==> src/rtl/keypad_scan.sv <==
// keypad_scan: scans a 4x4 active-low matrix keypad, debounces press and release,
// and emits one-cycle key events plus a 16-bit key value for the I/O unit.
//   clk       system clock
//   rst_n     asynchronous active-low reset
//   row_in    raw keypad rows (active-low, asynchronous to clk)
//   col_out   column drive, exactly one bit low
//   clr       synchronous clear of kdata (wins over a simultaneous accept)
//   kdata     accumulated key value
//   key_code  last accepted key, row*4 + col
//   key_valid one-cycle pulse per accepted press
// Build option: define KEYPAD_ACCUM_EN to shift each new digit into kdata
// (4-digit hex entry); otherwise kdata holds only the last key.
module keypad_scan #(
    parameter int SCAN_DIV   = 1000,
    parameter int DEB_CYCLES = 200000
) (
    input  logic        clk,
    input  logic        rst_n,
    input  logic [3:0]  row_in,
    output logic [3:0]  col_out,
    input  logic        clr,
    output logic [15:0] kdata,
    output logic [3:0]  key_code,
    output logic        key_valid
);
    localparam int SW = $clog2(SCAN_DIV);
    localparam int DW = $clog2(DEB_CYCLES);
    localparam logic [SW-1:0] SCAN_LAST = SW'(SCAN_DIV - 1);
    localparam logic [DW-1:0] DEB_LAST  = DW'(DEB_CYCLES - 1);

    typedef enum logic [1:0] {SCAN, DEBOUNCE, HELD, RELEASE} state_t;

    state_t         r_state, w_state_nxt;
    logic [3:0]     r_rs1, r_rs;
    logic [1:0]     r_col, w_col_nxt, r_row, w_row_nxt, w_row_pri;
    logic [SW-1:0]  r_dwell, w_dwell_nxt;
    logic [DW-1:0]  r_deb, w_deb_nxt;
    logic           w_accept, w_all_hi;
    logic [3:0]     w_code;
    logic [15:0]    w_kdata_acc;
    logic [3:0]     r_col_out;
    logic [15:0]    r_kdata;
    logic [3:0]     r_key_code;
    logic           r_key_valid;

    assign w_all_hi  = &r_rs;
    // lowest-index low row wins when several rows are pressed
    assign w_row_pri = !r_rs[0] ? 2'd0 : !r_rs[1] ? 2'd1 : !r_rs[2] ? 2'd2 : 2'd3;
    assign w_code    = {r_row, r_col};

`ifdef KEYPAD_ACCUM_EN
    assign w_kdata_acc = {r_kdata[11:0], w_code};
`else
    assign w_kdata_acc = {12'h000, w_code};
`endif

    always_comb begin
        w_state_nxt = r_state;
        w_col_nxt   = r_col;
        w_row_nxt   = r_row;
        w_dwell_nxt = r_dwell;
        w_deb_nxt   = r_deb;
        w_accept    = 1'b0;
        case (r_state)
            SCAN: begin
                if (r_dwell == SCAN_LAST) begin
                    w_dwell_nxt = '0;
                    if (!w_all_hi) begin
                        w_row_nxt   = w_row_pri;
                        w_deb_nxt   = '0;
                        w_state_nxt = DEBOUNCE;
                    end else begin
                        w_col_nxt = r_col + 2'd1;
                    end
                end else begin
                    w_dwell_nxt = r_dwell + SW'(1);
                end
            end
            DEBOUNCE: begin
                if (r_rs[r_row]) begin
                    w_dwell_nxt = '0;
                    w_state_nxt = SCAN;
                end else if (r_deb == DEB_LAST) begin
                    w_accept    = 1'b1;
                    w_state_nxt = HELD;
                end else begin
                    w_deb_nxt = r_deb + DW'(1);
                end
            end
            HELD: begin
                if (w_all_hi) begin
                    w_deb_nxt   = '0;
                    w_state_nxt = RELEASE;
                end
            end
            RELEASE: begin
                if (!w_all_hi) begin
                    w_deb_nxt = '0;
                end else if (r_deb == DEB_LAST) begin
                    w_col_nxt   = r_col + 2'd1;
                    w_dwell_nxt = '0;
                    w_state_nxt = SCAN;
                end else begin
                    w_deb_nxt = r_deb + DW'(1);
                end
            end
            default: w_state_nxt = SCAN;
        endcase
    end

    always_ff @(posedge clk or negedge rst_n) begin
        if (!rst_n) begin
            r_rs1   <= 4'hF;
            r_rs    <= 4'hF;
            r_state <= SCAN;
            r_col   <= 2'd0;
            r_row   <= 2'd0;
            r_dwell <= '0;
            r_deb   <= '0;
        end else begin
            r_rs1   <= row_in;
            r_rs    <= r_rs1;
            r_state <= w_state_nxt;
            r_col   <= w_col_nxt;
            r_row   <= w_row_nxt;
            r_dwell <= w_dwell_nxt;
            r_deb   <= w_deb_nxt;
        end
    end

    // column drive is registered from the next column so it tracks r_col exactly
    always_ff @(posedge clk or negedge rst_n) begin
        if (!rst_n) begin
            r_col_out   <= 4'b1110;
            r_kdata     <= 16'h0000;
            r_key_code  <= 4'h0;
            r_key_valid <= 1'b0;
        end else begin
            r_col_out   <= ~(4'b0001 << w_col_nxt);
            r_kdata     <= clr ? 16'h0000 : w_accept ? w_kdata_acc : r_kdata;
            r_key_code  <= w_accept ? w_code : r_key_code;
            r_key_valid <= w_accept;
        end
    end

    assign col_out   = r_col_out;
    assign kdata     = r_kdata;
    assign key_code  = r_key_code;
    assign key_valid = r_key_valid;
endmodule

==> config.mk <==
export PLATFORM = sky130hd
export DESIGN_NAME = keypad_scan
export DESIGN_NICKNAME = d
export VERILOG_FILES = /design/src/rtl/keypad_scan.sv
export SDC_FILE = /design/constraint.sdc
export NUM_CORES = 1
export LEC_CHECK = 0
export ABC_AREA = 1
export BUFFER_PORTS_ARGS = -buffer_cell sky130_fd_sc_hd__buf_2
export CORE_MARGIN = 2
export CORE_UTILIZATION = 45
export DETAILED_ROUTE_END_ITERATION = 12
export RECOVER_POWER = 25
export SYNTH_ARGS = -nofsm -noshare
export SYNTH_HDL_FRONTEND = slang
export SYNTH_SLANG_ARGS = --single-unit
==> constraint.sdc <==
create_clock -name clk -period 2.2 [get_ports clk]
set_input_delay 0.44 -clock clk [delete_from_list [all_inputs] [get_ports clk]]
set_output_delay 0.44 -clock clk [all_outputs]
set_load 0.02 [all_outputs]
### Word-level counts from Yosys, hierarchy flattened

Index checks and enable logic that the tools add are counted.

* add/subtract/negate cells: 3
* magnitude comparators: 1
* equality and inequality tests: 13
* shift-type cells: 1
* multiplexer cells: 35
* bitwise operators: 2
* reductions and logical operators: 8

Operators with widths (number)
* $mux 18: 6
* $pmux 18 s4: 1
* $mux 10: 4
* $mux 16: 2
* $pmux 10 s3: 1
* $mux 2: 13
* $add 18x1->18 const B: 1
* $eq 18x18->1 const B: 1
* $ne 2x2->1 const B: 7
* $reduce_and 4->1: 3
* $add 10x1->10 const B: 1
* $eq 10x10->1 const B: 1
* $pmux 2 s4: 1
* $reduce_and 6->1: 1
* $mux 1: 5
* $eq 2x2->1 const B: 2
* $not 4->4: 1
* $pmux 2 s2: 1
* $shl 1x2->4 const A: 1
* $lt 2x3->1 const B: 1
* $ne 3x3->1 const B: 1
* $reduce_and 3->1: 1
* $reduce_bool 3->1: 1
* $add 2x1->2 const B: 1
* 5 further kinds: 5

* bits in registers: 67
* bits of input ports: 7
* output and inout bits: 25
* logic and storage cells: 74

### Depth between registers and ports, before layout

Gate-level depths: netlist of the first run.

* word-level depth: 6
* gate-level depth with buffers: 12

### Least setup slack after synthesis of the first run

No wires, ideal clock.

* kind: reg2reg
* start point: reg r_state[0]
* end point: reg r_deb[7]
* library setup time: 121 ps
* arrival time: 1474 ps
* data required time: 2079 ps
* setup slack: 605 ps
* cell stages (with the launch flop): 9
* buffers on the path: 1
* path through: dfrtp_1 > ha_1 > clkbuf_1 > nor2_1 > inv_1 > o21ai_0 > inv_1 > a21oi_1 > a21oi_1

* cells in the longest elaborated chain, start to end: 3
* elaborated cells on any way between the ends: 10

Ends and longest elaborated chain
* from (decl): line 33 `state_t r_state, w_state_nxt;`
* from (signal assigned): line 123 `r_state <= w_state_nxt;`
* $eq 2x1->1, or another cell as far along: line 64 `case (r_state)`
* $ne 2x2->1 (no source line)
* $reduce_and 4->1 (no source line)
* to (signal assigned): line 127 `r_deb <= w_deb_nxt;`
* to (decl): line 37 `logic [DW-1:0] r_deb, w_deb_nxt;`

Parallel ways exist; a longest one is shown, timed or not.
A chain may end at the register's enable or synchronous reset.

### Final worst setup path of the first run

* start point: reg r_deb[0]
* end point: reg r_dwell[5]

* cells in the longest elaborated chain, start to end: 3

Ends and longest elaborated chain
* $eq 18x18->1: line 99 `end else if (r_deb == DEB_LAST) begin`
* $ne 2x2->1 (no source line)
* $reduce_and 4->1 (no source line)
* to (signal assigned): line 126 `r_dwell <= w_dwell_nxt;`
* to (decl): line 36 `logic [SW-1:0] r_dwell, w_dwell_nxt;`

Every way passes these cells.

==> flow_metrics.tcl, run 1 <==
set metrics [dict create \
    status "finished, final reports clean" \
    grt_max_degree 56 \
    wire_per_inst_um 12.9 \
    ys_types 34 \
    fin_crit_sh_pct 84.9 \
    clkSinkCount 55 \
    dp_cells 606 \
    drtIter0Drc 166 \
    wl_met2_um 3690 \
    dieArea_um2 8550 \
    worst_pin_slew_ns 1.32 \
    netlist_instances 489 \
    final_nets 524 \
    dpl.hpwl_um 5830 \
    synthAdderAreaFrac_pct 2.13 \
    cp_data_arrival_time_ns 2.07 \
    clk_pin_slew_ns 0.11 \
    firstDrtPassIters 5 \
    antenna_found_initial 0 \
    relSlewSlack_pct 11.9 \
    synth.largest_area_cell "dfrtp_1" \
    area_growth_pct 7.49 \
    drive_gt1_share_pct 15.4 \
    finalHoldViolCount 0 \
    worst_setup_path_start_kind "register" \
    ant_nets 0 \
    min-delay-start "row_in[3]" \
    end_kind "register" \
    insertion_delay_ns 0.32 \
    drc 0 \
    core_um2 7650 \
    rows 32 \
    muxShareOfSynthArea_pct 0 \
    cp.required_ns 2.40 \
    p_per_area_nw_per_um2 449 \
    drv_slew 0 \
    cts_root_buf "clkbuf_8" \
    ys_seq_area_share_pct 39.5 \
    cp_max_fo 20 \
    peakVddDrop_mv 0.301 \
    grt_overflow 0 \
    start_util_pct 46.1 \
    routed-via-count 3176 \
    cts.hold.buffers_added 0 \
    netlist_area_um2 3520 \
    ys_warn_count 0 \
    die_x_um 92.5 \
    antenna_cells 0 \
    hold_path_class "primary input to register" \
    grt_pass1_vias 3065 \
    setup_tns_ns 0 \
    hold_ws_ns 0.204 \
    fin_skew_ns 0.0132 \
    synth_compound_area_share_pct 8.70 \
    grt_first_pass_wirelength_um 14000 \
    yosys-top-cells-area "dfrtp_1, nand2_1, dfstp_2" \
    path_class "register to register" \
    r2r_start "r_deb[0]$_DFFE_PN0P_" \
    fin_area_um2 3790 \
    cts_made_buffers 5 \
    worst_slack_ns 0.333 \
    fin_total_pwr_mw 1.70 \
    ctsLongestPathBuffers 2 \
    place_congestion 0.888 \
    synthSimpleGateAreaFrac_pct 38.4 \
    track_usage_pct 20.1 \
    maxCapViolations 0 \
    finalSetupViolCount 0 \
    synth_top_area_share_pct 31.3 \
    io_buffers 19 \
    synth-xor-area-share_pct 1.49 \
    max_freq_mhz 536 \
    maxUsedRoutingLayer "met4" \
    synth_area_per_cell_um2 7.21 \
    die_h_um 92.5 \
    io_pins 32 \
    wl_met3_um 361 \
    ys_ff_latch 55 \
    period_minus_slack_ns 1.87 \
    postPlaceCellArea_um2 3680 \
    cts_tree "built" \
    wl_met1_um 3680 \
    leakage_nw 1.88 \
    rsz0062_at_grt "false" \
    final_util_pct 49.5 \
    synth_top_family_by_area "simple AND/OR/NAND/NOR gates" \
    routed_wl_um 7930 \
    htreeDepth 2 \
    finalNonFillerCells 614 \
    viasPerCell 5.17 \
    place_ws_ns 0.208 \
    crit_start "r_deb[0]$_DFFE_PN0P_" \
]
## Yosys cell counts (all sizes together)
| cell | instances |
|---|---|
| o211ai | 1 |
| nand2 | 176 |
| buf | 20 |
| dfstp | 11 |
| clkbuf | 2 |
| inv | 49 |
| nand4 | 20 |
| ha | 6 |
| xor2 | 5 |
| nor2 | 49 |
| nand3 | 47 |
| nand3b | 2 |
| o21bai | 4 |
| o21ai | 36 |
| clkinv | 1 |
| a21oi | 8 |
| nor3 | 6 |
| conb | 1 |
| dfrtp | 44 |
| xnor2 | 1 |
## what timing repair did
action / 4_1_cts / 5_1_grt
buffers inserted: 0 / 0
resized for setup: 0 / 1
endpoints found under the setup margin: 0 / 2
hold endpoints to repair: 0 / 0
## where the power goes
part | total (mW) | internal, mW | switching [mW] | leakage, nW
registers | 1.03 | 1.02 | 0.00353 | 0.716
clock network | 0.618 | 0.241 | 0.377 | 0.0511
logic | 0.0547 | 0.00771 | 0.0469 | 1.11
## cells by family after synthesis
logic type	count (synthesis)
compound gates	49
xor+xnor	6
fa+ha+maj	6
buf+inv	72
flops	55
other cells	1
simple gates	300
## layout make-up
cell class	instances	area (um2)
timing repair buffer	26	145
inverter	50	189
multi-input combinational	373	1840
tap	102	128
sequential	55	1390
clock inverter	3	28.8
fill	771	3860
clock buffer	5	68.8
## sequential cells by signal, summed over array words and instances, names as in the netlist, named ones only
signal and cells:
r_state 1, key_code 4, r_deb 18, r_rs1 4
r_col 2, r_row 2, kdata 4, col_out 4
r_rs 4, key_valid 1, r_dwell 10
## metal layers
layer / GRT usage [%] / up-vias
met1: 27.6 / 1477
met4: 7.71 / 0
li1: - / 1590
met3: 3.01 / 20
met5: 0 / -
met2: 31.9 / 89
## cells in the final DEF, fill, tap and decap left out, types with 2 or more instances in the layout
cell type,n
inv_2,4
xor2_1,5
nand4_1,20
o21bai_1,4
nor2_2,2
nand3_1,43
nand2_1,169
o21ai_1,7
clkbuf_8,5
a21oi_1,7
nand3_4,2
nor2_1,42
conb_1,12
nand3_2,2
nor2_4,4
ha_1,6
nand2_2,6
o21ai_0,19
buf_4,6
nand3b_1,2
nor3_1,6
dfstp_2,11
inv_1,45
buf_2,19
inv_6,2
dfrtp_1,44
o21ai_2,10
## final timing paths
| path | cells past startpoint | endpoint | slack, ns |
|---|---|---|---|
| max in group asynchronous | 2 | r_dwell[9]$_DFFE_PN0P_ | 0.91 |
| min | 1 | r_rs1[3]$_DFF_PN1_ | 0.20 |
| max | 9 | r_dwell[5]$_DFFE_PN0P_ | 0.33 |
| max reg2reg | 9 | r_dwell[5]$_DFFE_PN0P_ | 0.33 |
| min in group asynchronous | 2 | r_deb[15]$_DFFE_PN0P_ | 0.48 |
| min reg2reg | 0 | r_rs[3]$_DFF_PN1_ | 0.36 |
## worst max-delay path, cell delays in order, from the launching register on
cell,delay (ns)
dfrtp_1,0.46
ha_1,0.23
nand2_1,0.10
nor2_4,0.22
nand4_1,0.19
nand2_1,0.12
nand2_1,0.05
buf_4,0.22
nand2_1,0.10
o21ai_2,0.05
No activity file was read; power rests on OpenSTA's default activity.
==> inputs of run 2 (changes only) <==
--- a/config.mk
+++ b/config.mk
@@ -5,7 +5,7 @@
 export SDC_FILE = /design/constraint.sdc
 export NUM_CORES = 1
 export LEC_CHECK = 0
-export ABC_AREA = 1
+export ABC_AREA = 0
 export BUFFER_PORTS_ARGS = -buffer_cell sky130_fd_sc_hd__buf_2
 export CORE_MARGIN = 2
 export CORE_UTILIZATION = 45
==> constraint.sdc (replaced) <==
create_clock -name clk -period 1.8 [get_ports clk]
set_input_delay 0.36 -clock clk [delete_from_list [all_inputs] [get_ports clk]]
set_output_delay 0.36 -clock clk [all_outputs]
set_load 0.02 [all_outputs]
==> flow_metrics.tcl, run 2 <==
set metrics [dict create \
    maxUsedRoutingLayer "met4" \
    crit_chain "or3b_4 > o41ai_4 > nand3_2 > buf_12 > or4_1 > a21oi_1" \
    htreeDepth 2 \
    multi_input_area_um2 1860 \
    netlist_area_um2 2970 \
    routed_wl_um 7820 \
    grt_pass1_vias 2671 \
    synth_most_common_cell "dfrtp_1" \
    ys_types 53 \
    worst_slack_ns -0.250 \
    io_buffers 19 \
    fin_crit_sh_pct 114 \
    final_common_cell "buf_4" \
    cp_max_fo 16 \
    violations "setup timing" \
    finalSetupViolCount 39 \
    start_util_pct 46.8 \
    grt_max_degree 56 \
    relSlewSlack_pct 11.2 \
    yosys-top-cells-area "dfrtp_1, dfstp_2, o31ai_1" \
    max_stage_delay_ns 0.46 \
    fin_total_pwr_mw 2.03 \
    ys_ff_latch 55 \
    core_um2 6350 \
    finalHoldViolCount 0 \
    slowest_stage "or4_1" \
    rsz0062_at_grt "true" \
    io_pins 32 \
    largestRegisters "r_deb x18, r_dwell x10" \
    wl_met2_um 4140 \
    drv_slew 0 \
    cts_root_buf "clkbuf_8" \
    clkSinkCount 55 \
    cts_made_buffers 5 \
    routed-via-count 2763 \
    synth_top_area_share_pct 37.1 \
    clk_pin_slew_ns 0.10 \
    netlist_instances 304 \
    register_area_um2 1390 \
    layout_common_cells "buf_4, dfrtp_1, nand2_1" \
    final_util_pct 68.6 \
    viasPerCell 5.65 \
    dpl.hpwl_um 5120 \
    cts_tree "built" \
    ys_seq_area_share_pct 46.8 \
    p_per_area_nw_per_um2 465 \
    period_minus_slack_ns 2.05 \
    antenna_found_initial 0 \
    max_freq_mhz 488 \
    hold_ws_ns 0.138 \
    status "finished with violations" \
    wire_per_inst_um 16.0 \
    grt_overflow 0 \
    grt_first_pass_wirelength_um 12700 \
    worst_pin_slew_ns 1.33 \
    end_kind "register" \
    hold_path_class "primary input to register" \
    place_congestion 0.807 \
    worst_setup_path_start_kind "register" \
    setup_tns_ns -5.00 \
    area_growth_pct 46.6 \
    insertion_delay_ns 0.31 \
    wl_met3_um 200 \
    synth-edff-count 0 \
    place_ws_ns -0.237 \
    fin_skew_ns 0.0105 \
    path_buf_inv 1 \
    die_h_um 85.2 \
    cp_data_arrival_time_ns 2.30 \
    maxCapViolations 0 \
    cp.required_ns 2.05 \
    synth_common_cells "dfrtp_1, nand2_1, o21ai_0" \
    drtIter0Drc 73 \
    drive_gt1_share_pct 50.2 \
    die_x_um 85.2 \
    wl_met1_um 3430 \
    ant_nets 0 \
    crit_family "simple AND/OR/NAND/NOR gates" \
    synth-async-reset-ratio_pct 100 \
    synth.largest_area_cell "dfrtp_1" \
    largest_reg_flops 18 \
    antenna_cells 0 \
    leakage_nw 1.95 \
    firstDrtPassIters 4 \
    dieArea_um2 7270 \
    fill_cells 495 \
    peakVddDrop_mv 0.492 \
    track_usage_pct 21.7 \
    largest-register "r_deb" \
    path_class "register to register" \
    rows 29 \
    ys_warn_count 0 \
    synthFlopType "dfrtp_1" \
    drc 0 \
    ctsLongestPathBuffers 2 \
    synth_area_per_cell_um2 9.77 \
    final_nets 424 \
]
==> run 2: area by class of cell <==
type,instances,area share [%]
Timing Repair Buffer,114,20.3
Inverter,10,0.862
Clock buffer,6,1.67
Clock inverter,2,0.374
Sequential cell,55,31.9
Multi-Input combinational cell,225,42.6
Tap cell,77,2.21
==> run 2: final timing paths <==
check,startpoint,end,slack [ns],depth (start not counted)
min in group asynchronous,rst_n,r_deb[3]$_DFFE_PN0P_,0.41,2
worst max-delay path,r_dwell[3]$_DFFE_PN0P_,r_deb[8]$_DFFE_PN0P_,-0.25,6
worst min register to register,r_rs1[3]$_DFF_PN1_,r_rs[3]$_DFF_PN1_,0.36,0
worst min-delay path,row_in[3],r_rs1[3]$_DFF_PN1_,0.14,1
worst max register to register,r_dwell[3]$_DFFE_PN0P_,r_deb[8]$_DFFE_PN0P_,-0.25,6
max in group asynchronous,rst_n,r_dwell[2]$_DFFE_PN0P_,0.57,2
==> run 2: stage by stage <==
stage | instances | instance area [um2]
after global placement | 468 | 3770
after detailed placement | 468 | 3770
after CTS | 481 | 4100
final | 489 | 4350
after global routing | 489 | 4350
after floorplan | 315 | 3090
==> run 2: logic make-up after synthesis <==
kind of cell             share of synthesized area, %
AO/OA/AOI/OAI                                    18.0
adder cells (fa/ha/maj)                          2.53
buffers and inverters                            6.07
flip-flops                                       46.8
multiplexers                                     4.30
other                                           0.126
AND/OR/NAND/NOR                                  22.2
==> run 2: layer usage <==
metal  up-vias  global-route usage, %
met5         -                      0
met4         0                   6.35
met3         6                   3.40
met2        46                   36.8
met1      1392                   28.8
li1       1319                      -
==> run 2: repair_timing <==
item                       in CTS  in global routing
setup endpoints to repair      43                 44
setup buffers                   4                 11
pin swaps                      20                 18
cloned                          2                  0
hold buffers                    0                  0
resized for setup              47                 42
==> run 2: power breakdown <==
| group | total, mW | internal [mW] | switching [mW] |
|---|---|---|---|
| sequential | 1.26 | 1.25 | 0.00605 |
| clock | 0.704 | 0.281 | 0.423 |
| combinational | 0.0647 | 0.0119 | 0.0528 |
| total | 2.03 | 1.54 | 0.482 |
